--- src/rtl/osd_stm_event_packetizer.sv ---
// -----------------------------------------------------------------------------
// osd_stm_event_packetizer
//
// Takes qualified software-trace events and timestamps them. The events are
// buffered in a small FIFO, and each one is sent out as a DII event packet
// under ready/valid backpressure. When an event cannot be buffered it is
// dropped and counted. The drop count is reported later in a dedicated
// overflow packet.
//
// While a drop lockout is pending, no further event is accepted. This keeps
// every buffered event ahead of every dropped one in the output stream.
//
// Parameters
//   VALWIDTH    trace value width (multiple of 16)
//   FIFO_DEPTH  event FIFO entries (power of two, >= 2)
//   TS_INIT     timestamp value loaded at reset (0 in normal use)
//
// Ports
//   clk               clock, everything on the rising edge
//   rst               synchronous active-low reset
//   id                own DII address (SRC word)
//   event_dest        destination DII address (DEST word)
//   enable            capture enable; strobes are ignored while low
//   trace_valid       single-cycle event strobe
//   trace_id          event id
//   trace_value       event value
//   debug_out_valid   flit valid (high in every non-idle state)
//   debug_out_last    final flit of a packet
//   debug_out_data    flit payload
//   debug_out_ready   sink ready; a flit moves on valid && ready
//   overflow          high while the drop lockout is active
// -----------------------------------------------------------------------------
module osd_stm_event_packetizer #(
  parameter int          VALWIDTH   = 32,
  parameter int          FIFO_DEPTH = 4,
  parameter logic [31:0] TS_INIT    = 32'h0
) (
  input  logic                clk,
  input  logic                rst,
  input  logic [15:0]         id,
  input  logic [15:0]         event_dest,
  input  logic                enable,
  input  logic                trace_valid,
  input  logic [15:0]         trace_id,
  input  logic [VALWIDTH-1:0] trace_value,
  output logic                debug_out_valid,
  output logic                debug_out_last,
  output logic [15:0]         debug_out_data,
  input  logic                debug_out_ready,
  output logic                overflow
);

  localparam int NWORDS = VALWIDTH / 16;
  localparam int IDXW   = (NWORDS > 1) ? $clog2(NWORDS) : 1;
  localparam int AW     = $clog2(FIFO_DEPTH);
  localparam int EW     = 32 + 16 + VALWIDTH;

  localparam logic [IDXW-1:0] LAST_IDX = IDXW'(NWORDS - 1);
  localparam logic [IDXW-1:0] IDX_ONE  = IDXW'(1);
  localparam logic [AW:0]     PTR_ONE  = {{AW{1'b0}}, 1'b1};

  localparam logic [15:0] HDR_EVENT = 16'h8000;  // TYPE=2'b10, TYPE_SUB=4'h0
  localparam logic [15:0] HDR_OVF   = 16'h9400;  // TYPE=2'b10, TYPE_SUB=4'h5

  typedef enum logic [3:0] {
    S_IDLE, S_DEST, S_SRC, S_HDR, S_TS_LO, S_TS_HI, S_EVID, S_VAL, S_OVF_CNT
  } state_t;

  state_t          state_q, state_d;
  logic            is_ovf_q, is_ovf_d;   // current packet is an overflow packet
  logic [IDXW-1:0] idx_q, idx_d;         // VALUE word index
  logic [31:0]     ts_q;
  logic [AW:0]     wr_ptr_q, rd_ptr_q;   // extra MSB separates full from empty
  logic [EW-1:0]   mem [FIFO_DEPTH];
  logic            lockout_q, lockout_d;
  logic [15:0]     drop_cnt_q, drop_cnt_d;
  logic [15:0]     cnt_q;                // drop count frozen for the overflow packet

  logic                fifo_empty, fifo_full;
  logic                strobe, accept, drop, hs, sel_ovf, pop;
  logic [15:0]         drop_base;
  logic [EW-1:0]       head;
  logic [31:0]         head_ts;
  logic [15:0]         head_id;
  logic [VALWIDTH-1:0] head_val;

  assign fifo_empty = (wr_ptr_q == rd_ptr_q);
  assign fifo_full  = (wr_ptr_q[AW] != rd_ptr_q[AW]) &&
                      (wr_ptr_q[AW-1:0] == rd_ptr_q[AW-1:0]);

  // Full is taken from registered pointers, so a same-cycle pop never
  // rescues an event that arrives while the FIFO is full.
  assign strobe = enable && trace_valid;
  assign accept = strobe && !fifo_full && !lockout_q;
  assign drop   = strobe && (fifo_full || lockout_q);

  assign hs       = debug_out_valid && debug_out_ready;
  assign overflow = lockout_q;

  assign head     = mem[rd_ptr_q[AW-1:0]];
  assign head_ts  = head[EW-1 -: 32];
  assign head_id  = head[VALWIDTH +: 16];
  assign head_val = head[VALWIDTH-1:0];

  // Packet FSM: next state and flit outputs.
  always_comb begin
    // NOTE: every output of this block is given a default first, so no path
    // leaves a variable unassigned and no latch is inferred.
    state_d         = state_q;
    is_ovf_d        = is_ovf_q;
    idx_d           = idx_q;
    sel_ovf         = 1'b0;
    pop             = 1'b0;
    debug_out_valid = (state_q != S_IDLE);
    debug_out_last  = 1'b0;
    debug_out_data  = 16'h0000;

    case (state_q)
      S_IDLE: begin
        // A pending overflow can only be reported once the FIFO has drained.
        if (!fifo_empty) begin
          state_d  = S_DEST;
          is_ovf_d = 1'b0;
        end else if (lockout_q) begin
          state_d  = S_DEST;
          is_ovf_d = 1'b1;
          sel_ovf  = 1'b1;
        end
      end
      S_DEST: begin
        debug_out_data = event_dest;
        if (hs) state_d = S_SRC;
      end
      S_SRC: begin
        debug_out_data = id;
        if (hs) state_d = S_HDR;
      end
      S_HDR: begin
        debug_out_data = is_ovf_q ? HDR_OVF : HDR_EVENT;
        if (hs) state_d = is_ovf_q ? S_OVF_CNT : S_TS_LO;
      end
      S_TS_LO: begin
        debug_out_data = head_ts[15:0];
        if (hs) state_d = S_TS_HI;
      end
      S_TS_HI: begin
        debug_out_data = head_ts[31:16];
        if (hs) state_d = S_EVID;
      end
      S_EVID: begin
        debug_out_data = head_id;
        if (hs) begin
          state_d = S_VAL;
          idx_d   = '0;
        end
      end
      S_VAL: begin
        debug_out_data = head_val[{idx_q, 4'b0000} +: 16];
        debug_out_last = (idx_q == LAST_IDX);
        if (hs) begin
          if (idx_q == LAST_IDX) begin
            state_d = S_IDLE;
            pop     = 1'b1;
          end else begin
            idx_d = idx_q + IDX_ONE;
          end
        end
      end
      S_OVF_CNT: begin
        debug_out_data = cnt_q;
        debug_out_last = 1'b1;
        if (hs) state_d = S_IDLE;
      end
      default: state_d = S_IDLE;
    endcase
  end

  // Drop counter and lockout. Selecting an overflow packet empties the
  // counter first, so a drop on that same edge counts into the fresh value
  // and sets lockout again.
  always_comb begin
    drop_base  = sel_ovf ? 16'h0000 : drop_cnt_q;
    drop_cnt_d = drop_base;
    if (drop && (drop_base != 16'hFFFF)) drop_cnt_d = drop_base + 16'd1;
    lockout_d = (lockout_q && !sel_ovf) || drop;
  end

  // Control and status registers.
  always_ff @(posedge clk) begin
    // NOTE: sequential state is written with non-blocking assignments only,
    // so every register samples values from before the edge.
    if (!rst) begin
      state_q    <= S_IDLE;
      is_ovf_q   <= 1'b0;
      idx_q      <= '0;
      ts_q       <= TS_INIT;
      wr_ptr_q   <= '0;
      rd_ptr_q   <= '0;
      lockout_q  <= 1'b0;
      drop_cnt_q <= 16'h0000;
      cnt_q      <= 16'h0000;
    end else begin
      state_q    <= state_d;
      is_ovf_q   <= is_ovf_d;
      idx_q      <= idx_d;
      ts_q       <= ts_q + 32'd1;
      lockout_q  <= lockout_d;
      drop_cnt_q <= drop_cnt_d;
      if (accept)  wr_ptr_q <= wr_ptr_q + PTR_ONE;
      if (pop)     rd_ptr_q <= rd_ptr_q + PTR_ONE;
      if (sel_ovf) cnt_q    <= drop_cnt_q;
    end
  end

  // Event storage.
  // NOTE: the storage array has no reset. Entries are only ever read
  // between a write and the matching pop, so a reset of the pointers alone
  // is enough.
  always_ff @(posedge clk) begin
    if (rst && accept) mem[wr_ptr_q[AW-1:0]] <= {ts_q, trace_id, trace_value};
  end

endmodule
--- config.mk ---
export PLATFORM = sky130hd
export DESIGN_NAME = osd_stm_event_packetizer
export DESIGN_NICKNAME = d
export VERILOG_FILES = /design/src/rtl/osd_stm_event_packetizer.sv
export SDC_FILE = /design/constraint.sdc
export NUM_CORES = 1
export LEC_CHECK = 0
export ABC_AREA = 1
export BUFFER_PORTS_ARGS = -buffer_cell sky130_fd_sc_hd__buf_2
export CORE_ASPECT_RATIO = 0.6
export CORE_MARGIN = 5
export CORE_UTILIZATION = 30
export DETAILED_ROUTE_END_ITERATION = 8
export GPL_TIMING_DRIVEN = 0
export HOLD_SLACK_MARGIN = 0.03
export PLACE_DENSITY = 0.56
export SLEW_MARGIN = 20
export SYNTH_ARGS = -nofsm -noshare
export SYNTH_HDL_FRONTEND = slang
export SYNTH_SLANG_ARGS = --single-unit
--- constraint.sdc ---
create_clock -name clk -period 5.67 [get_ports clk]
set_clock_uncertainty 0.15 [all_clocks]
set_input_delay 1.134 -clock clk [delete_from_list [all_inputs] [get_ports clk]]
set_output_delay 1.134 -clock clk [all_outputs]
set_load 0.03 [all_outputs]
==> reports/qor.yml, run 1 <==
critical_path:
  reg2reg_depth: 10
  critPathKind: "reg -> out"
  reg2reg_slack_ns: 2.71
  crit_arrival_ns: 4.07
  end_kind: "output pin"
  critPathLaunchType: "flop"
  reg2reg_from: "wr_ptr_q[0]"
  rr_endpoint: "mem[0][3]"
  worstPathRequired_ns: 4.39
  cp_max_fo: 10
cts:
  post-cts-setup-buffers: 0
  path_clk_slew_ns: 0.07
  cts_made_buffers: 38
  cts_tree: "built"
  clk_latency_ns: 0.55
  ctsResizeCount: 0
  cts_root_buf: "clkbuf_16"
  postCtsHoldBufs: 0
  clock_path_buffers: 3
  clkSinkCount: 399
  htreeDepth: 2
min_path:
  min_to: "cnt_q[15]"
  hold-path-cell-count: 2
  holdCritPathClass: "reg -> reg"
  hold_path.startpoint: "drop_cnt_q[15]"
die:
  start_util_pct: 30.4
  die_w_um: 313
  fp.dieArea_um2: 60200
  io_pins: 104
  die_y_um: 192
  core-area_um2: 54400
  rows: 66
power:
  p_per_area_nw_per_um2: 353
  leakagePower_nw: 6.98
  vdd_drop_max_v: 0.000197
sta:
  setup_viol: 0
  timing.fmax_mhz: 187
  tns_ns: 0
  hold_violations: 0
  min_period_ns: 5.35
  drv_slew: 0
  slew_headroom_pct: 29.0
  timing.final.crit_share_pct: 94.4
  rsz0062_at_grt: "no"
  tightest_slew_ns: 1.07
yosys:
  synthesis.nets: 1631
  syn-cell-area_um2: 16600
  synth-seq-cells: 399
  ys_warn_count: 0
  ys_types: 41
  synth_top_cells_by_area: "edfxtp_1 (58%), dfxtp_1 (9.6%), nor2_1 (6.1%), o21ai_0 (5.9%), nand2_1 (4.0%)"
  seq_area_frac_synth_pct: 67.6
  avgSynthCellArea_um2: 10.8
  yosysTopAreaCell: "edfxtp_1"
  synth_top_area_share_pct: 58.0
  postSynthCellCount: 1539
place:
  place_area_um2: 18400
  portBuffers: 103
  routabilityCongestion: 0.854
  dp_hpwl_um: 37900
layout:
  final_common_cell: "edfxtp_1"
  n_antenna_cell: 0
  final_cell_area_um2: 19700
  final_nets: 1789
  layout-drive-gt1-share_pct: 13.3
  syn2layout_area_growth_pct: 18.8
  final_cell_mix: "edfxtp_1 (320), nor2_1 (266), o21ai_0 (196)"
route:
  wl_um: 52300
  drc: 0
  postRouteAntennaNets: 0
  vias: 12600
  wl_per_cell_um: 21.4
  drt_iter0_drc: 1622
  vias_per_cell: 5.17
  drtPass1Iterations: 5
grt:
  grt_overflow: 0
  antenna_found_initial: 4
  grt_pass1_vias: 11600
  grt_pass1_wl_um: 76300
  grt_max_degree: 23
  track_usage_pct: 16.9
flow_run:
  max_cap_viol_count: 0
status:
  status: "complete, no violations"
[flip-flops by register name, indices dropped and copies added (netlist names), named ones only]
name,cells
wr_ptr_q,3
cnt_q,16
rd_ptr_q,3
ts_q,32
state_q,4
idx_q,1
is_ovf_q,1
drop_cnt_q,16
mem,320
overflow,1
[logic make-up after synthesis]
kind of cell,share of synthesized area [%]
compound gates,12.7
fa+ha+maj,0.529
buf+inv,4.07
simple gates,15.0
flops,67.6
xor+xnor,0.106
[per-stage QoR]
step / setup slack [ns] / instances / hold slack [ns] / total power [W] / utilization (%)
2_1_floorplan: -0.0415 / 1539 / 0.280 / 0.00390 / -
3_3_place_gp: -3.79 / 2356 / 0.297 / 0.00431 / 33.0
3_5_place_dp: 0.999 / 2371 / 0.308 / 0.00432 / 33.7
4_1_cts: 0.398 / 2441 / 0.314 / 0.00699 / 36.1
5_1_grt: 0.339 / 2441 / 0.346 / 0.00720 / 36.1
6_report: 0.317 / 2441 / 0.317 / 0.00695 / 36.1
[layer usage]
metal | global-route usage, % | vias up | part of all wire, %
met1 | 26.4 | 6211 | 47
li1 | - | 5805 | -
met2 | 24.2 | 546 | 42
met4 | 2.86 | 4 | 1.3
met5 | 0 | - | 0.052
met3 | 3.61 | 51 | 9.5
[Yosys cell counts (all sizes together)]
| cell | n |
|---|---|
| xnor2 | 1 |
| ha | 7 |
| o21a | 4 |
| a221oi | 23 |
| buf | 17 |
| a211oi | 5 |
| or2 | 3 |
| nand2 | 178 |
| a21oi | 60 |
| edfxtp | 320 |
| a31oi | 4 |
| nor3 | 22 |
| clkbuf | 62 |
| nor2 | 285 |
| dfxtp | 79 |
| o21ai | 198 |
| nand3b | 1 |
| a22oi | 2 |
| nor3b | 3 |
| nand3 | 78 |
| inv | 94 |
| o22ai | 75 |
| o31ai | 2 |
| nand4 | 10 |
| xor2 | 1 |
| o21bai | 1 |
| and3 | 1 |
| o221ai | 1 |
| nor4 | 2 |
[area by class of cell]
type                            instances  area, um2
Clock buffer                           46       1050
Inverter                               94        353
Tap cell                              714        893
Timing Repair Buffer                  118        883
Fill cell                            5298      34700
Buffer                                 79        322
Sequential cell                       399      11200
Clock inverter                         24        251
Multi-Input combinational cell        967       4720
[worst max-delay path, stage by stage (launching register included)]
cell      delay, ns
dfxtp_1        0.31
clkbuf_1       0.60
inv_1          0.46
clkbuf_1       0.37
o21ai_0        0.15
o22ai_1        0.12
a221oi_1       0.90
nand3_1        0.30
buf_2          0.28
[power by group]
| part | total [W] | internal, W | switching, W |
|---|---|---|---|
| clock | 0.00269 | 0.00156 | 0.00113 |
| sequential | 0.00322 | 0.00319 | 0.0000283 |
| combinational | 0.00104 | 0.000260 | 0.000779 |
[worst max-delay path by stage]
stage	cells past startpoint	endpoint	startpoint	slack, ns
3_3_place_gp	5	mem[1][10]	rst	-3.79
4_1_cts	8	debug_out_data[15]	flop	0.40
2_1_floorplan	4	mem[0][0]	rst	-0.04
3_5_place_dp	8	debug_out_data[15]	flop	1.0
5_1_grt	8	debug_out_data[15]	flop	0.34
6_report	8	debug_out_data[7]	flop	0.32
Power figures use the tool's default switching activity.
==> run 2, diff against run 1 <==
Settings changed: ABC_AREA 1 to default.
==> run 2 against run 1 <==
  * Count of clock-buffer cells in the layout up 3
  * Combinational power is 39% lower
  * Register-to-register slack lost 0.94 ns
  * Sequential share of layout area is 3.2 points higher
  * Largest cell class unchanged
  * Highest routed layer unchanged
==> reports/qor.yml, run 2 <==
status:
  status: "complete, no violations"  # unchanged
layout:
  fillers: 4955  # was 5298
  layout-drive-gt1-share_pct: 24.2  # was 13.3%
  largest_register_ffs: 320  # unchanged
  final_common_cell: "edfxtp_1"  # unchanged
  syn2layout_area_growth_pct: 17.1  # was 18.8%
  final_cell_mix: "edfxtp_1 (320), buf_2 (117), mux4_2 (80)"  # was edfxtp_1 (320), nor2_1 (266), o21ai_0 (196)
  final_nets: 1203  # was 1789
  n_antenna_cell: 0  # unchanged
route:
  vias: 9368  # was 12600
  drt_iter0_drc: 1040  # was 1622
  postRouteAntennaNets: 0  # unchanged
  vias_per_cell: 5.09  # was 5.17
  drtPass1Iterations: 7  # was 5
  drc: 0  # unchanged
  wl_per_cell_um: 23.2  # was 21.4 um
  wl_um: 42800  # was 52300 um
power:
  p_per_area_nw_per_um2: 338  # was 353 nW/um2
  vdd_drop_max_v: 0.000206  # was 0.000197 V
  leakagePower_nw: 5.84  # was 6.98 nW
  power.total_w: 0.00630  # was 0.00695 W
cts:
  cts_root_buf: "clkbuf_16"  # unchanged
  clock_path_buffers: 3  # unchanged
  cts_tree: "built"  # unchanged
  postCtsHoldBufs: 0  # unchanged
  ctsResizeCount: 0  # unchanged
  path_clk_slew_ns: 0.07  # about the same
  clk_latency_ns: 0.53  # was 0.55 ns
  post-cts-setup-buffers: 0  # unchanged
  clkSinkCount: 399  # unchanged
  htreeDepth: 2  # unchanged
  cts_made_buffers: 36  # was 38
place:
  routabilityCongestion: 0.863  # was 0.854
  dp_hpwl_um: 29600  # was 37900 um
  portBuffers: 102  # was 103
critical_path:
  critPathLaunchType: "flop"  # unchanged
  crit_arrival_ns: 3.73  # was 4.07 ns
  critPathKind: "reg -> out"  # unchanged
  end_kind: "output pin"  # unchanged
  worstPathRequired_ns: 4.39  # about the same
  cp_max_fo: 10  # unchanged
sta:
  timing.final.crit_share_pct: 88.5  # was 94.4%
  drv_slew: 0  # unchanged
  tns_ns: 0  # unchanged
  tightest_slew_ns: 1.12  # was 1.07 ns
  setup_viol: 0  # unchanged
  timing.fmax_mhz: 199  # was 187 MHz
  rsz0062_at_grt: "no"  # unchanged
  hold_violations: 0  # unchanged
  slew_headroom_pct: 24.7  # was 29.0%
  min_period_ns: 5.02  # was 5.35 ns
yosys:
  ys_warn_count: 0  # unchanged
  synth_edf_count: 320  # unchanged
  synth_commonest_cells: "edfxtp_1 (320), mux4_2 (80), dfxtp_1 (79), nand2_1 (73), nor2_1 (56)"  # was edfxtp_1 (320), nor2_1 (270), o21ai_0 (196), nand2_1 (175), inv_1 (83)
  seq_area_frac_synth_pct: 70.4  # was 67.6%
  synth.most_common_cell: "edfxtp_1"  # unchanged
  synth-seq-cells: 399  # unchanged
  synth_top_area_share_pct: 60.5  # was 58.0%
  postSynthCellCount: 966  # was 1539
  avgSynthCellArea_um2: 16.5  # was 10.8 um2
  syn-cell-area_um2: 15900  # was 16600 um2
  ys.flop_type: "edfxtp_1"  # unchanged
  ys_types: 59  # was 41
  yosysTopAreaCell: "edfxtp_1"  # unchanged
  async_reset_ff_share_pct: 0  # unchanged
  synth_top_cells_by_area: "edfxtp_1 (60%), mux4_2 (11%), dfxtp_1 (9.9%), nand2_1 (1.7%), a22oi_1 (1.7%)"  # was edfxtp_1 (58%), dfxtp_1 (9.6%), nor2_1 (6.1%), o21ai_0 (5.9%), nand2_1 (4.0%)
  synthesis.nets: 1058  # was 1631
die:
  start_util_pct: 30.3  # was 30.4%
  rows: 65  # was 66
  fp.dieArea_um2: 57800  # was 60200 um2
  die_y_um: 188  # was 192 um
  io_pins: 104  # unchanged
  die_w_um: 307  # was 313 um
  core-area_um2: 52500  # was 54400 um2
grt:
  track_usage_pct: 14.5  # was 16.9%
  grt_max_degree: 43  # was 23
  grt_overflow: 0  # unchanged
  grt_pass1_vias: 9027  # was 11600
  grt_pass1_wl_um: 62300  # was 76300 um
  antenna_found_initial: 2  # was 4
min_path:
  holdCritPathClass: "reg -> reg"  # unchanged
flow_run:
  max_cap_viol_count: 0  # unchanged
run 2: cell count changes after synthesis, moves of 22 or more:
| cell | change |
|---|---|
| a21oi_1 | -30 |
| a221oi_1 | -23 |
| a22oi_1 | +34 |
| clkbuf_1 | -31 |
| inv_1 | -73 |
| mux4_2 | +80 |
| nand2_1 | -102 |
| nand3_1 | -56 |
| nand4_1 | +22 |
| nor2_1 | -214 |
| o21ai_0 | -186 |
| o22ai_1 | -75 |
| xnor2_1 | +27 |
run 2: kinds of logic (layout without fill, tap and decap cells):
family                     count (synthesis)  count (layout)  synth area share (%)
and+or+nand+nor                          259             259                  8.32
buffers and inverters                     62             235                  1.69
muxes                                     82              82                  11.5
AOI/OAI and AO/OA                        113             113                  5.15
DFF                                      399             399                  70.4
xor gates and xnor gates                  44              44                  2.42
adders and majority gates                  7               7                 0.551
run 2: power breakdown:
group          internal [W]  switching [W]
combinational      0.000178       0.000457
clock               0.00140        0.00106
sequential          0.00318      0.0000198
total               0.00476        0.00154
run 2: cell type report:
type                            instances  area (um2)  share of cell area, %
Timing Repair Buffer                  107         628                   3.37
Inverter                               11        41.3                  0.222
Tap cell                              703         880                   4.73
Clock inverter                         17         163                  0.874
Buffer                                 51         228                   1.22
Multi-Input combinational cell        505        4470                   24.0
Clock buffer                           49        1010                   5.44
Sequential cell                       399       11200                   60.1
run 2: worst paths after layout:
kind,start,to,slack (ns),cells after the start
worst max register to register,wr_ptr_q[0],drop_cnt_q[13],1.77,13
worst min register to register,cnt_q[15],cnt_q[15],0.32,2
worst min-delay path,cnt_q[15],cnt_q[15],0.32,2
worst max-delay path,state_q[1],debug_out_data[11],0.65,7
run 2: worst max-delay path: stages, from the launching register on:
cell and delay (ns):
dfxtp_1 0.35, clkbuf_1 0.24, nand2b_1 0.25, nor2_1 0.86
clkbuf_1 0.65, nand2_1 0.34, nand4_1 0.27, buf_2 0.23
run 2: metal layers:
layer / vias to the layer above / track usage, % / part of all wire [%] / routed length, um
met4: 4 / 2.21 / 1.3 / 557
met3: 48 / 4.91 / 10 / 4330
met1: 4805 / 22.4 / 47 / 20200
met5: - / 0 / 0.049 / 21
li1: 4152 / - / - / -
met2: 359 / 20.0 / 41 / 17700
run 2: through the flow:
| step | cells | utilization, % | hold WS, ns | instance area [um2] | worst slack (ns) |
|---|---|---|---|---|---|
| 6_report | 1842 | 35.5 | 0.315 | 18600 | 0.654 |
| 5_1_grt | 1842 | 35.5 | 0.335 | 18600 | 0.486 |
| 4_1_cts | 1842 | 35.5 | 0.314 | 18600 | 0.669 |
| 3_5_place_dp | 1776 | 33.2 | 0.304 | 17400 | 1.24 |
| 3_3_place_gp | 1771 | 33.0 | 0.296 | 17300 | -0.775 |
| 2_1_floorplan | 966 | - | 0.286 | 15900 | 1.29 |
==> run 3, diff against run 2 <==
Settings changed: PLACE_DENSITY 0.56 to 0.55.
==> run 3 against run 2 <==
  * Wire length is 1.6% higher
  * Critical path type unchanged
  * Cell count is 0.38% higher
  * Highest routed layer unchanged
  * Sequential share of layout area is 0.31 points lower
  * First-iteration DRC count is 16% higher
  * Non-clock buffer count is 5 higher
  * Core utilization is 0.18 points higher
  * Global-route usage is 0.29 points higher
==> reports/qor.yml, run 3 (synthesis gave the netlist of run 2 again) <==
status:
  status: "complete, no violations"  # unchanged
die:
  io_pins: 104  # unchanged
  fp.dieArea_um2: 57800  # unchanged
  rows: 65  # unchanged
  core-area_um2: 52500  # unchanged
  die_y_um: 188  # unchanged
  die_w_um: 307  # unchanged
  start_util_pct: 30.3  # unchanged
cts:
  clkSinkCount: 399  # unchanged
  postCtsHoldBufs: 0  # unchanged
  cts_tree: "built"  # unchanged
  cts_made_buffers: 37  # was 36
  clk_latency_ns: 0.55  # was 0.53 ns
  ctsResizeCount: 0  # unchanged
  htreeDepth: 2  # unchanged
  clock_path_buffers: 3  # unchanged
  path_clk_slew_ns: 0.06  # was 0.07 ns
  cts_root_buf: "clkbuf_16"  # unchanged
  post-cts-setup-buffers: 0  # unchanged
route:
  drtPass1Iterations: 7  # unchanged
  vias_per_cell: 5.12  # was 5.09
  vias: 9465  # was 9368
  drt_iter0_drc: 1206  # was 1040
  postRouteAntennaNets: 0  # unchanged
  wl_per_cell_um: 23.5  # was 23.2 um
  wl_um: 43500  # was 42800 um
  drc: 0  # unchanged
place:
  dp_cells: 1779  # was 1776
  portBuffers: 102  # unchanged
  routabilityCongestion: 0.842  # was 0.863
  dp_hpwl_um: 30500  # was 29600 um
critical_path:
  crit_arrival_ns: 3.68  # was 3.73 ns
  worstPathRequired_ns: 4.39  # about the same
  critPathKind: "reg -> out"  # unchanged
  cp_max_fo: 10  # unchanged
  critPathLaunchType: "flop"  # unchanged
  end_kind: "output pin"  # unchanged
  reg2reg_depth: 13  # unchanged
sta:
  rsz0062_at_grt: "no"  # unchanged
  timing.fmax_mhz: 202  # was 199 MHz
  timing.final.crit_share_pct: 87.5  # was 88.5%
  worst_hold_slack_ns: 0.312  # was 0.315 ns
  drv_slew: 0  # unchanged
  setup_viol: 0  # unchanged
  hold_violations: 0  # unchanged
  slew_headroom_pct: 22.0  # was 24.7%
  min_period_ns: 4.96  # was 5.02 ns
  tns_ns: 0  # unchanged
  tightest_slew_ns: 1.17  # was 1.12 ns
layout:
  layout-drive-gt1-share_pct: 24.9  # was 24.2%
  n_antenna_cell: 0  # unchanged
  final_cell_mix: "edfxtp_1 (320), buf_2 (117), mux4_2 (80)"  # unchanged
  stdcell_count: 1849  # was 1842
  syn2layout_area_growth_pct: 17.7  # was 17.1%
  fillers: 4969  # was 4955
  final_nets: 1209  # was 1203
  largest_register_ffs: 320  # unchanged
  final_common_cell: "edfxtp_1"  # unchanged
grt:
  antenna_found_initial: 3  # was 2
  grt_pass1_wl_um: 63500  # was 62300 um
  grt_max_degree: 43  # unchanged
  track_usage_pct: 14.8  # was 14.5%
  grt_overflow: 0  # unchanged
  grt_pass1_vias: 9133  # was 9027
power:
  power.total_w: 0.00640  # was 0.00630 W
  vdd_drop_max_v: 0.000194  # was 0.000206 V
  p_per_area_nw_per_um2: 342  # was 338 nW/um2
  leakagePower_nw: 5.91  # was 5.84 nW
flow_run:
  max_cap_viol_count: 0  # unchanged
min_path:
  holdCritPathClass: "reg -> reg"  # unchanged
  hold-path-cell-count: 2  # unchanged
## run 3: changes by cell type in the layout (fill, tap and decap cells not counted), sizes merged
cell,delta
buf,+3
clkbuf,+1
clkinv,+3
## run 3: worst paths after layout
path / startpoint / to / slack, ns
max: state_q[1] / debug_out_data[7] / 0.71
min: cnt_q[9] / cnt_q[9] / 0.31
max reg2reg: wr_ptr_q[0] / drop_cnt_q[13] / 1.95
min reg2reg: cnt_q[9] / cnt_q[9] / 0.31
## run 3: area by class of cell
type	instances	area, um2	share of cell area, %
repair buffers	112	688	3.68
clock buffers	48	1030	5.50
plain buffers	51	228	1.22
clock inverters	20	181	0.970
well taps	703	880	4.70
flip-flops and latches	399	11200	59.8
inverters	11	41.3	0.221
multi-input cells	505	4470	23.9
## run 3: through the flow
stage               area (um2)  utilization, %  setup WS (ns)
finish                   18700            35.7          0.711
global route             18700            35.7          0.610
CTS                      18700            35.6          0.792
detailed placement       17500            33.3           1.39
global placement         17300            33.0         -0.711
floorplan                15900               -           1.29
## run 3: critical path, cell delays in order (launching register included)
cell      delay [ns]
dfxtp_1         0.41
clkbuf_1        0.35
nor3b_2         0.78
clkbuf_1        0.73
a22oi_1         0.29
nand4_1         0.29
buf_2           0.26
## run 3: routing by layer
layer | part of all wire, % | routed length [um] | up-vias | global-route usage (%)
li1 | - | - | 4181 | -
met4 | 2.1 | 919 | 2 | 3.47
met3 | 9.8 | 4250 | 62 | 4.51
met2 | 40 | 17300 | 407 | 19.7
met1 | 48 | 21000 | 4813 | 23.2
met5 | 0.016 | 7 | - | 0
## run 3: report_power, final
part | total [W] | switching, W | internal (W)
sequential | 0.00320 | 0.0000210 | 0.00318
clock | 0.00253 | 0.00110 | 0.00143
combinational | 0.000658 | 0.000472 | 0.000185
total | 0.00640 | 0.00160 | 0.00480
